**config.mk**
```make
export PLATFORM = sky130hd
export DESIGN_NAME = fetch_unit
export DESIGN_NICKNAME = d
export VERILOG_FILES = /design/src/rtl/fetch_pkg.sv /design/src/rtl/fetch_fifo.sv /design/src/rtl/fetch_unit.sv
export SDC_FILE = /design/constraint.sdc
export NUM_CORES = 1
export LEC_CHECK = 0
export CORE_ASPECT_RATIO = 1.75
export CORE_MARGIN = 3
export CORE_UTILIZATION = 55
export CTS_BUF_LIST = sky130_fd_sc_hd__clkbuf_4 sky130_fd_sc_hd__clkbuf_8
export DETAILED_ROUTE_END_ITERATION = 6
export PLACE_DENSITY = 0.76
export SLEW_MARGIN = 30
export SYNTH_ARGS = -nofsm -noshare
export SYNTH_HDL_FRONTEND = slang
export SYNTH_SLANG_ARGS = --single-unit
```
**constraint.sdc**
```tcl
create_clock -name CLK -period 3.62 [get_ports CLK]
set_clock_uncertainty 0.05 [all_clocks]
set_input_delay 0.362 -clock CLK [delete_from_list [all_inputs] [get_ports CLK]]
set_output_delay 0.362 -clock CLK [all_outputs]
set_load 0.05 [all_outputs]
```
**src/rtl/fetch_pkg.sv**
```systemverilog
// Shared types for the instruction fetch stage.
// Entry layout and FSM states used by fetch_unit.
package fetch_pkg;

  localparam int XLEN = 32;

  typedef struct packed {
    logic [XLEN-1:0] pc;
    logic [XLEN-1:0] instr;
    logic            fault;
  } fetch_entry_t;

  typedef enum logic {
    RUN   = 1'b0,
    DRAIN = 1'b1
  } state_e;

endpackage

```
**src/rtl/fetch_fifo.sv**
```systemverilog
// Small synchronous FIFO with a clear input.
// Clear wins over push and pop in the same cycle.
module fetch_fifo #(
  parameter  int W     = 8,
  parameter  int DEPTH = 4,
  localparam int AW    = $clog2(DEPTH),
  localparam int CW    = $clog2(DEPTH + 1)
) (
  input  logic          CLK,
  input  logic          rst_n,
  input  logic          clr_i,
  input  logic          push_i,
  input  logic [W-1:0]  wdata_i,
  input  logic          pop_i,
  output logic [W-1:0]  rdata_o,
  output logic [CW-1:0] count_o
);

  logic [W-1:0]  mem_q [DEPTH];
  logic [AW-1:0] wptr_q, wptr_d;
  logic [AW-1:0] rptr_q, rptr_d;
  logic [CW-1:0] cnt_q, cnt_d;
  logic          do_push, do_pop;

  assign do_pop  = pop_i & (cnt_q != '0);
  assign do_push = push_i &
                   ((cnt_q != CW'(DEPTH)) | do_pop);

  always_comb begin
    wptr_d = wptr_q;
    rptr_d = rptr_q;
    cnt_d  = cnt_q;
    if (clr_i) begin
      wptr_d = '0;
      rptr_d = '0;
      cnt_d  = '0;
    end else begin
      if (do_push) wptr_d = wptr_q + 1'b1;
      if (do_pop)  rptr_d = rptr_q + 1'b1;
      cnt_d = cnt_q + CW'(do_push) - CW'(do_pop);
    end
  end

  always_ff @(posedge CLK or negedge rst_n) begin
    if (!rst_n) begin
      wptr_q <= '0;
      rptr_q <= '0;
      cnt_q  <= '0;
    end else begin
      wptr_q <= wptr_d;
      rptr_q <= rptr_d;
      cnt_q  <= cnt_d;
    end
  end

  always_ff @(posedge CLK or negedge rst_n) begin
    if (!rst_n) begin
      for (int i = 0; i < DEPTH; i++) mem_q[i] <= '0;
    end else if (do_push && !clr_i) begin
      mem_q[wptr_q] <= wdata_i;
    end
  end

  assign rdata_o = mem_q[rptr_q];
  assign count_o = cnt_q;

endmodule

```
**src/rtl/fetch_unit.sv**
```systemverilog
// Instruction fetch: credit-limited requests, tag queue,
// instruction buffer and flush/drain handling.
module fetch_unit
  import fetch_pkg::*;
#(
  parameter int DEPTH = 4
) (
  input  logic            CLK,
  input  logic            rst_n,
  input  logic [XLEN-1:0] pc_i,
  output logic            pc_adv_o,
  input  logic            flush_i,
  output logic            imem_req_o,
  output logic [XLEN-1:0] imem_addr_o,
  input  logic            imem_gnt_i,
  input  logic            imem_rvalid_i,
  input  logic [XLEN-1:0] imem_rdata_i,
  output logic            if_valid_o,
  output logic [XLEN-1:0] if_instr_o,
  output logic [XLEN-1:0] if_pc_o,
  output logic            if_fault_o,
  input  logic            if_ready_i
);

  localparam int CW = $clog2(DEPTH + 1);

  state_e        state_q, state_d;
  logic [CW-1:0] outst_q, outst_d;
  logic [CW-1:0] disc_q, disc_d;
  logic          stall_q, stall_d;
  logic          en_q, en_d;

  logic [CW-1:0] buf_cnt, tag_cnt;
  logic [XLEN-1:0] tag_pc;
  fetch_entry_t  buf_wdata, buf_rdata;
  logic          credit, aligned, can_go;
  logic          gnt_acc, fault_push;
  logic          rsp_any, rsp_take;
  logic          buf_push, buf_pop;

  assign credit  = ({1'b0, outst_q} + {1'b0, buf_cnt})
                   < (CW+1)'(DEPTH);
  assign aligned = pc_i[1:0] == 2'b00;
  assign can_go  = en_q & credit & !flush_i
                   & !stall_q & (state_q == RUN);

  assign imem_req_o  = can_go & aligned;
  assign imem_addr_o = pc_i;
  assign gnt_acc     = imem_req_o & imem_gnt_i;

  // Faults wait for older responses so order is kept
  assign fault_push = can_go & !aligned
                      & (outst_q == '0) & !imem_rvalid_i;
  assign pc_adv_o   = gnt_acc | fault_push;

  assign rsp_any  = imem_rvalid_i & (outst_q != '0);
  assign rsp_take = rsp_any & (state_q == RUN)
                    & !flush_i & (tag_cnt != '0);

  always_comb begin
    buf_wdata.pc    = tag_pc;
    buf_wdata.instr = imem_rdata_i;
    buf_wdata.fault = 1'b0;
    if (fault_push) begin
      buf_wdata.pc    = pc_i;
      buf_wdata.instr = '0;
      buf_wdata.fault = 1'b1;
    end
  end

  assign buf_push = rsp_take | fault_push;
  assign buf_pop  = if_valid_o & if_ready_i & !flush_i;
  assign en_d     = 1'b1;

  always_comb begin
    state_d = state_q;
    disc_d  = disc_q;
    stall_d = stall_q;
    outst_d = outst_q + CW'(gnt_acc) - CW'(rsp_any);
    if (fault_push) stall_d = 1'b1;
    if (flush_i) begin
      stall_d = 1'b0;
      disc_d  = outst_d;
      state_d = (outst_d != '0) ? DRAIN : RUN;
    end else if (state_q == DRAIN && rsp_any) begin
      disc_d = disc_q - 1'b1;
      if (disc_q == CW'(1)) state_d = RUN;
    end
  end

  always_ff @(posedge CLK or negedge rst_n) begin
    if (!rst_n) begin
      state_q <= RUN;
      outst_q <= '0;
      disc_q  <= '0;
      stall_q <= 1'b0;
      en_q    <= 1'b0;
    end else begin
      state_q <= state_d;
      outst_q <= outst_d;
      disc_q  <= disc_d;
      stall_q <= stall_d;
      en_q    <= en_d;
    end
  end

  fetch_fifo #(
    .W     ($bits(fetch_entry_t)),
    .DEPTH (DEPTH)
  ) u_buf (
    .CLK     (CLK),
    .rst_n   (rst_n),
    .clr_i   (flush_i),
    .push_i  (buf_push),
    .wdata_i (buf_wdata),
    .pop_i   (buf_pop),
    .rdata_o (buf_rdata),
    .count_o (buf_cnt)
  );

  fetch_fifo #(
    .W     (XLEN),
    .DEPTH (DEPTH)
  ) u_tag (
    .CLK     (CLK),
    .rst_n   (rst_n),
    .clr_i   (flush_i),
    .push_i  (gnt_acc),
    .wdata_i (pc_i),
    .pop_i   (rsp_take),
    .rdata_o (tag_pc),
    .count_o (tag_cnt)
  );

  assign if_valid_o = buf_cnt != '0;
  assign if_instr_o = buf_rdata.instr;
  assign if_pc_o    = buf_rdata.pc;
  assign if_fault_o = buf_rdata.fault;

endmodule
```
Word-level counts from Yosys, hierarchy flattened
Cells that the tools add are included.
{"block": "op_classes", "n_addsub": 12, "magnitude_cmp": 7, "n_eq_ne": 3, "muxes": 31, "bitwise_logic": 28, "reduce_logical": 23}
{"op": "$bwmux 260", "n": 1}
{"op": "$mux 65", "n": 4}
{"op": "$bmux 65 s2", "n": 1}
{"op": "$demux 65 s2", "n": 1}
{"op": "$bwmux 128", "n": 1}
{"op": "$mux 32", "n": 3}
{"op": "$bmux 32 s2", "n": 1}
{"op": "$demux 32 s2", "n": 1}
{"op": "$and 1x1->1", "n": 19}
{"op": "$mux 2", "n": 8}
{"op": "$reduce_bool 2->1", "n": 7}
{"op": "$ge 3x3->1 const B", "n": 4}
{"op": "$mux 3", "n": 4}
{"op": "$not 2->3", "n": 4}
{"op": "$reduce_bool 3->1", "n": 4}
{"op": "$add 3x1->3", "n": 3}
{"op": "$sub 3x1->3", "n": 3}
{"op": "$add 2x1->2 const B", "n": 4}
{"op": "$lt 3x1->1 const B", "n": 2}
{"op": "$mux 1", "n": 6}
{"op": "$ne 3x3->1 const B", "n": 2}
{"op": "$logic_and 1x1->1", "n": 5}
{"op": "$add 3x3->4", "n": 1}
{"op": "$logic_not 1->1", "n": 4}
{"op": "8 further kinds", "n": 11}
{"block": "word_totals", "ff_bits": 411, "in_bits": 70, "output_inout_bits": 100, "wordCells": 123}

Logic depth before layout (Yosys ltp)
{"block": "depth", "ltp_word": 14, "mapped_depth": 12, "depth_no_buf": 12}

By module
From an unflattened synthesis, not the netlist that was laid out.
{"block": "hier_totals", "hier_cells": 1190, "area_unflattened_um2": 19434.9}
{"module": "fetch_fifo (u_buf)", "instances": 1, "cells_each": 673, "area_per_inst_um2": 11629.9, "seq_area_each_um2": 6681.4}
{"module": "fetch_fifo (u_tag)", "instances": 1, "cells_each": 355, "area_per_inst_um2": 6349.8, "seq_area_each_um2": 3378.2}
{"module": "fetch_unit", "instances": 1, "cells_each": 162, "area_per_inst_um2": 1455.1, "seq_area_each_um2": 225.2}

Worst setup path after synthesis
OpenSTA, ideal clock, no wires.
{"block": "synth_timing", "path_type": "reg2reg", "start": "register outst_q[2]", "end": "register state_q", "setup_time_ns": 0.137, "t_arrival_ns": 3.728, "t_required_ns": 3.433, "path_slack_ns": -0.295, "path_stages_with_launch": 13, "path_buffers": 0, "period_less_slack_ns": 3.915, "cell_sequence": "dfrtp_1 ha_1 nor4_4 nand4_2 nor3_1 nand2_1 ha_1 inv_1 ha_1 fa_1 xnor2_1 nor3_1 a21oi_1"}
{"block": "synth_via", "elab_chain_len": 13, "elab_cells_between_ends": 18, "cone_classes": "add/sub (3); order compare (1); mux (2); bitwise (7); reduce/logical (5)"}
{"element": "start, declared", "line_no": "fetch_unit.sv:28", "source": "logic [CW-1:0] outst_q, outst_d;"}
{"element": "start signal, assigned", "line_no": "fetch_unit.sv:100", "source": "outst_q <= outst_d;"}
{"element": "$add 3x3->4", "line_no": "fetch_unit.sv:41", "source": "assign credit = ({1'b0, outst_q} + {1'b0, buf_cnt})"}
{"element": "$lt 4x3->1", "line_no": "fetch_unit.sv:42", "source": "< (CW+1)'(DEPTH);"}
{"element": "$and 1x1->1 (2 in a row)", "line_no": "fetch_unit.sv:44", "source": "assign can_go = en_q & credit & !flush_i"}
{"element": "$and 1x1->1 (2 in a row)", "line_no": "fetch_unit.sv:45", "source": "& !stall_q & (state_q == RUN);"}
{"element": "$and 1x1->1", "line_no": "fetch_unit.sv:47", "source": "assign imem_req_o = can_go & aligned;"}
{"element": "named net imem_req_o", "line_no": "fetch_unit.sv:13", "source": "output logic imem_req_o,"}
{"element": "$and 1x1->1", "line_no": "fetch_unit.sv:49", "source": "assign gnt_acc = imem_req_o & imem_gnt_i;"}
{"element": "$add 3x1->3", "line_no": "fetch_unit.sv:79", "source": "outst_d = outst_q + CW'(gnt_acc) - CW'(rsp_any);"}
{"element": "$sub 3x1->3", "line_no": "fetch_unit.sv:79"}
{"element": "named net outst_d[2]", "line_no": "fetch_unit.sv:28"}
{"element": "$reduce_bool 3->1", "line_no": "fetch_unit.sv:84", "source": "state_d = (outst_d != '0) ? DRAIN : RUN;"}
{"element": "$mux 1", "line_no": "fetch_unit.sv:84"}
{"element": "$mux 1", "line_no": "fetch_unit.sv:81", "source": "if (flush_i) begin"}
{"element": "end signal, assigned", "line_no": "fetch_unit.sv:99", "source": "state_q <= state_d;"}
{"element": "end, declared", "line_no": "fetch_unit.sv:27", "source": "state_e state_q, state_d;"}
The timed path passes the listed nets, and every way through them passes these cells.
A chain may end at the register's enable or synchronous reset.

Worst setup path after layout
{"block": "layout_timing", "start": "register u_buf.rptr_q[0]", "end": "output port if_pc_o[24]"}
{"block": "layout_via", "elab_chain_len": 4}
{"element": "start, declared", "line_no": "fetch_fifo.sv:21", "source": "logic [AW-1:0] rptr_q, rptr_d;"}
{"element": "start signal, assigned", "line_no": "fetch_fifo.sv:51", "source": "rptr_q <= rptr_d;"}
{"element": "$not 2->3 (implied by the code)", "line_no": "fetch_fifo.sv:64", "source": "assign rdata_o = mem_q[rptr_q];"}
{"element": "$bmux 65 s2", "line_no": "fetch_fifo.sv:64"}
{"element": "$mux 65 (implied by the code) (2 in a row)", "line_no": "fetch_fifo.sv:64"}
{"element": "end, declared", "line_no": "fetch_unit.sv:20", "source": "output logic [XLEN-1:0] if_pc_o,"}
Every way passes these cells. The select of a mux whose other input is x is not followed.

==> out/qor.csv <==
stage,metric,value,unit
outcome,outcome,"finished, final reports clean",
synth,Synth area leader,dfrtp_1,
synth,Synth Area in Compound Gates,0.006308,
placed_design,IO Port Bufs,169,
min_path,HP Class,primary input to async pin,
flow_run,max-cap viol count,0,
timing,Max-Slew Margin vs Limit,0.3573,
global_routing,GRT overflow,0,
route,Routed wire per std cell,22.12,um
power,power per cell area,471.6,mW/mm^2
setup_path,worst path bufs/invs,2,
setup_path,crit-path max cell delay,0.73,ns
clocking,Root Driver,clkbuf_8,
synth,mux contribution to synthesized area,0.3835,
setup_path,crit start category,flop,
synth,synthesized net count,1277,
setup_path,Crit path arrival time,3.00,ns
clocking,CTS tree,yes,
final_layout,"commonest cells after routing, fill and taps aside","dfrtp_1 (407), mux2_2 (206), mux2_4 (200)",
synth,main combinational cell family by area after synthesis,multiplexers,
placed_design,HPWL Detailed,25200,um
clocking,worst skew pair latency,0.60,ns
clocking,htree depth,2,
timing,final setup vio count,0,
route,Iter 0 DRT Violations,440,
route,drt first pass iters,4,
timing,Fmax,0.2933,GHz
global_routing,first-pass GRT wire length,67170,um
global_routing,largest net degree at the start of global routing,108,
floorplanning,Initial Util,0.5601,
placed_design,gp weighted congestion,0.7572,
synth,Synth Area in XOR/XNOR,0.004857,
floorplanning,DIE AREA,0.03847,sq mm
floorplanning,FP Rows,91,
synth,Synth Register Bits,411,
synth,Synth async-reset ratio,1.000,
setup_path,Reg2Reg Launch Point,outst_q[2],
final_layout,Nets,1428,
synth,sequential fraction of the synthesis area,0.5185,
setup_path,CP Launch Point,u_buf.rptr_q[0],
setup_path,r2r worst-path depth,12,
floorplanning,die width,149.6,um
route,DRC violation count after routing,0,
timing,Slew @ Worst Pin,0.9640,ns
route,routed wire length,40720,um
synth,Adder-Cell Fraction of Synth Area,0.01438,
setup_path,Top delay family on crit path,buffers and inverters,
final_layout,Filler cells,2502,
route,Via Count,10470,
timing,Final Max Tran Viols,0,
global_routing,vias in the first global route,12010,
timing,period utilization,0.9417,
floorplanning,core area,0.03541,sq mm
synth,number of synthesized flops with an enable pin,0,
clocking,clk slew on worst S/H paths,0.06,ns
clocking,Num CTS Buffers,59,
power,Worst VDD drop,0.0003152,V
setup_path,Critical Path Fanout Max,19,
timing,RSZ-0062 raised after global routing,no,
route,post-route ant nets,0,
setup_path,Crit Path Class,flop to output pin,
timing,final hold vios,0,
setup_path,Worst Setup End Kind,output pin,
setup_path,"Req. time, crit path",3.21,ns
timing,fin crit period,3.409,ns
synth,synth top area cells,"dfrtp_1 (52%), mux2_4 (15%), mux2_2 (12%)",
synth,cell area after synthesis,0.01983,sq mm
global_routing,GRT Overall Usage,0.2194,
setup_path,worst setup path end,if_pc_o[24],
final_layout,Area growth syn-to-layout,15.37,%
synth,synth unique cells,37,
setup_path,sequence of cells on the critical path,buf_4 -> mux4_2 -> clkdlybuf4s50_1,
global_routing,antenna violations before repair,2,
clocking,Post-CTS Setup Inserts,0,
power,Lkg Pwr,11.42,nW
route,Via density,5.688,
synth,top_reg_cell synth,dfrtp_1,
floorplanning,Die Ht,257.2,um
setup_path,r2r setup slk,0.36,ns
synth,Synth Warn #,0,
clocking,Max clock buf depth,3,
timing,WHS,0.2761,ns
setup_path,Critical Path Slowest Stage Cell,clkdlybuf4s50_1,
synth,area share of and/or/nand/nor cells after synthesis,0.02776,
final_layout,"most common cell after layout, fill and taps aside",dfrtp_1,
setup_path,RR Endpoint,u_buf.count_o[2],
final_layout,layout cells sized above 1,0.4716,
synth,Gate Count Post-Synth,1186,
clocking,clk sinks,411,
setup_path,CP Depth,3,
synth,Synth top area share,0.5185,
floorplanning,number of top-level pins,170,
timing,Final TNS setup,0,ns
synth,synthesized area per cell,16.72,sq um
metal layers:
layer	routed length [um]	vias to the layer above	track usage	part of all wire
li1	-	4584	-	-
met1	17140	5616	0.2914	0.42
met2	21250	208	0.3804	0.52
met3	1510	63	0.03224	0.037
met4	817	0	0.05676	0.020
met5	0	-	0	0
report_power, final:
part / switching, mW / internal [mW]
Sequential: 0.187 / 4.81
Clock: 1.70 / 2.06
Combinational: 1.09 / 0.929
synthesized netlist by cell type (all sizes together), types with 4 or more instances:
cell and n:
nand2 13, nor2 16, dfrtp 411, clkbuf 17, xnor2 4, o211ai 4, inv 17, nand3 4
buf 91, ha 18, nand2b 5, mux4 97, nor2b 34, mux2 413, xor2 7, and2 8
o21ai 5
how the worst min path moves through the flow:
| stage | endpoint | slack, ns | from |
|---|---|---|---|
| floorplan | disc_q[0] | 0.02 | rst_n |
| global placement | u_tag.mem_q[82] | 0.36 | rst_n |
| detailed placement | u_tag.mem_q[82] | 0.36 | rst_n |
| CTS | u_tag.mem_q[114] | 0.29 | rst_n |
| global route | u_tag.mem_q[82] | 0.31 | rst_n |
| finish | u_tag.mem_q[82] | 0.28 | rst_n |
metrics by stage:
| step | instances | instance area, sq um | setup WS (ns) | utilization | power, mW |
|---|---|---|---|---|---|
| after floorplan | 1186 | 19840 | 0.1961 | - | 6.445 |
| after global placement | 1740 | 21660 | 0.3696 | 0.6117 | 7.088 |
| after detailed placement | 1740 | 21660 | 0.3512 | 0.6117 | 7.136 |
| after CTS | 1839 | 22870 | 0.07854 | 0.6460 | 10.95 |
| after global routing | 1840 | 22880 | 0.03817 | 0.6462 | 11.28 |
| final | 1841 | 22880 | 0.2109 | 0.6462 | 10.79 |
registers in the layout, summed over array words and instances, names as in the netlist:
name	cells
u_tag.mem_q	128
u_buf.wptr_q	2
u_tag.wptr_q	2
outst_q	3
state_q	1
u_tag.count_o	3
en_q	1
u_buf.rptr_q	2
u_buf.mem_q	260
u_tag.rptr_q	2
u_buf.count_o	3
disc_q	3
stall_q	1
cell type report:
type,count,area [sq um],share of cell area
timing repair buffer,198,2028,0.08863
clock buffer,93,1149,0.05019
clock inverter,5,53.80,0.002351
antenna,2,5.005,0.0002187
multi-input combinational,650,8707,0.3805
inverter,17,63.81,0.002789
sequential,411,10290,0.4499
tap,465,581.8,0.02543
logic make-up after synthesis:
logic type / Yosys count
muxes: 512
DFF: 411
buffers and inverters: 125
and+or+nand+nor: 89
adders and majority gates: 21
AOI/OAI and AO/OA: 16
xor gates and xnor gates: 11
other: 1
what timing repair did:
item / CTS / global route
endpoints found under the setup margin: 0 / 1
endpoints found under the hold margin: 77 / 0
resized for setup: 0 / 1
hold buffers: 1 / 0
No activity file was read; power rests on OpenSTA's default activity.
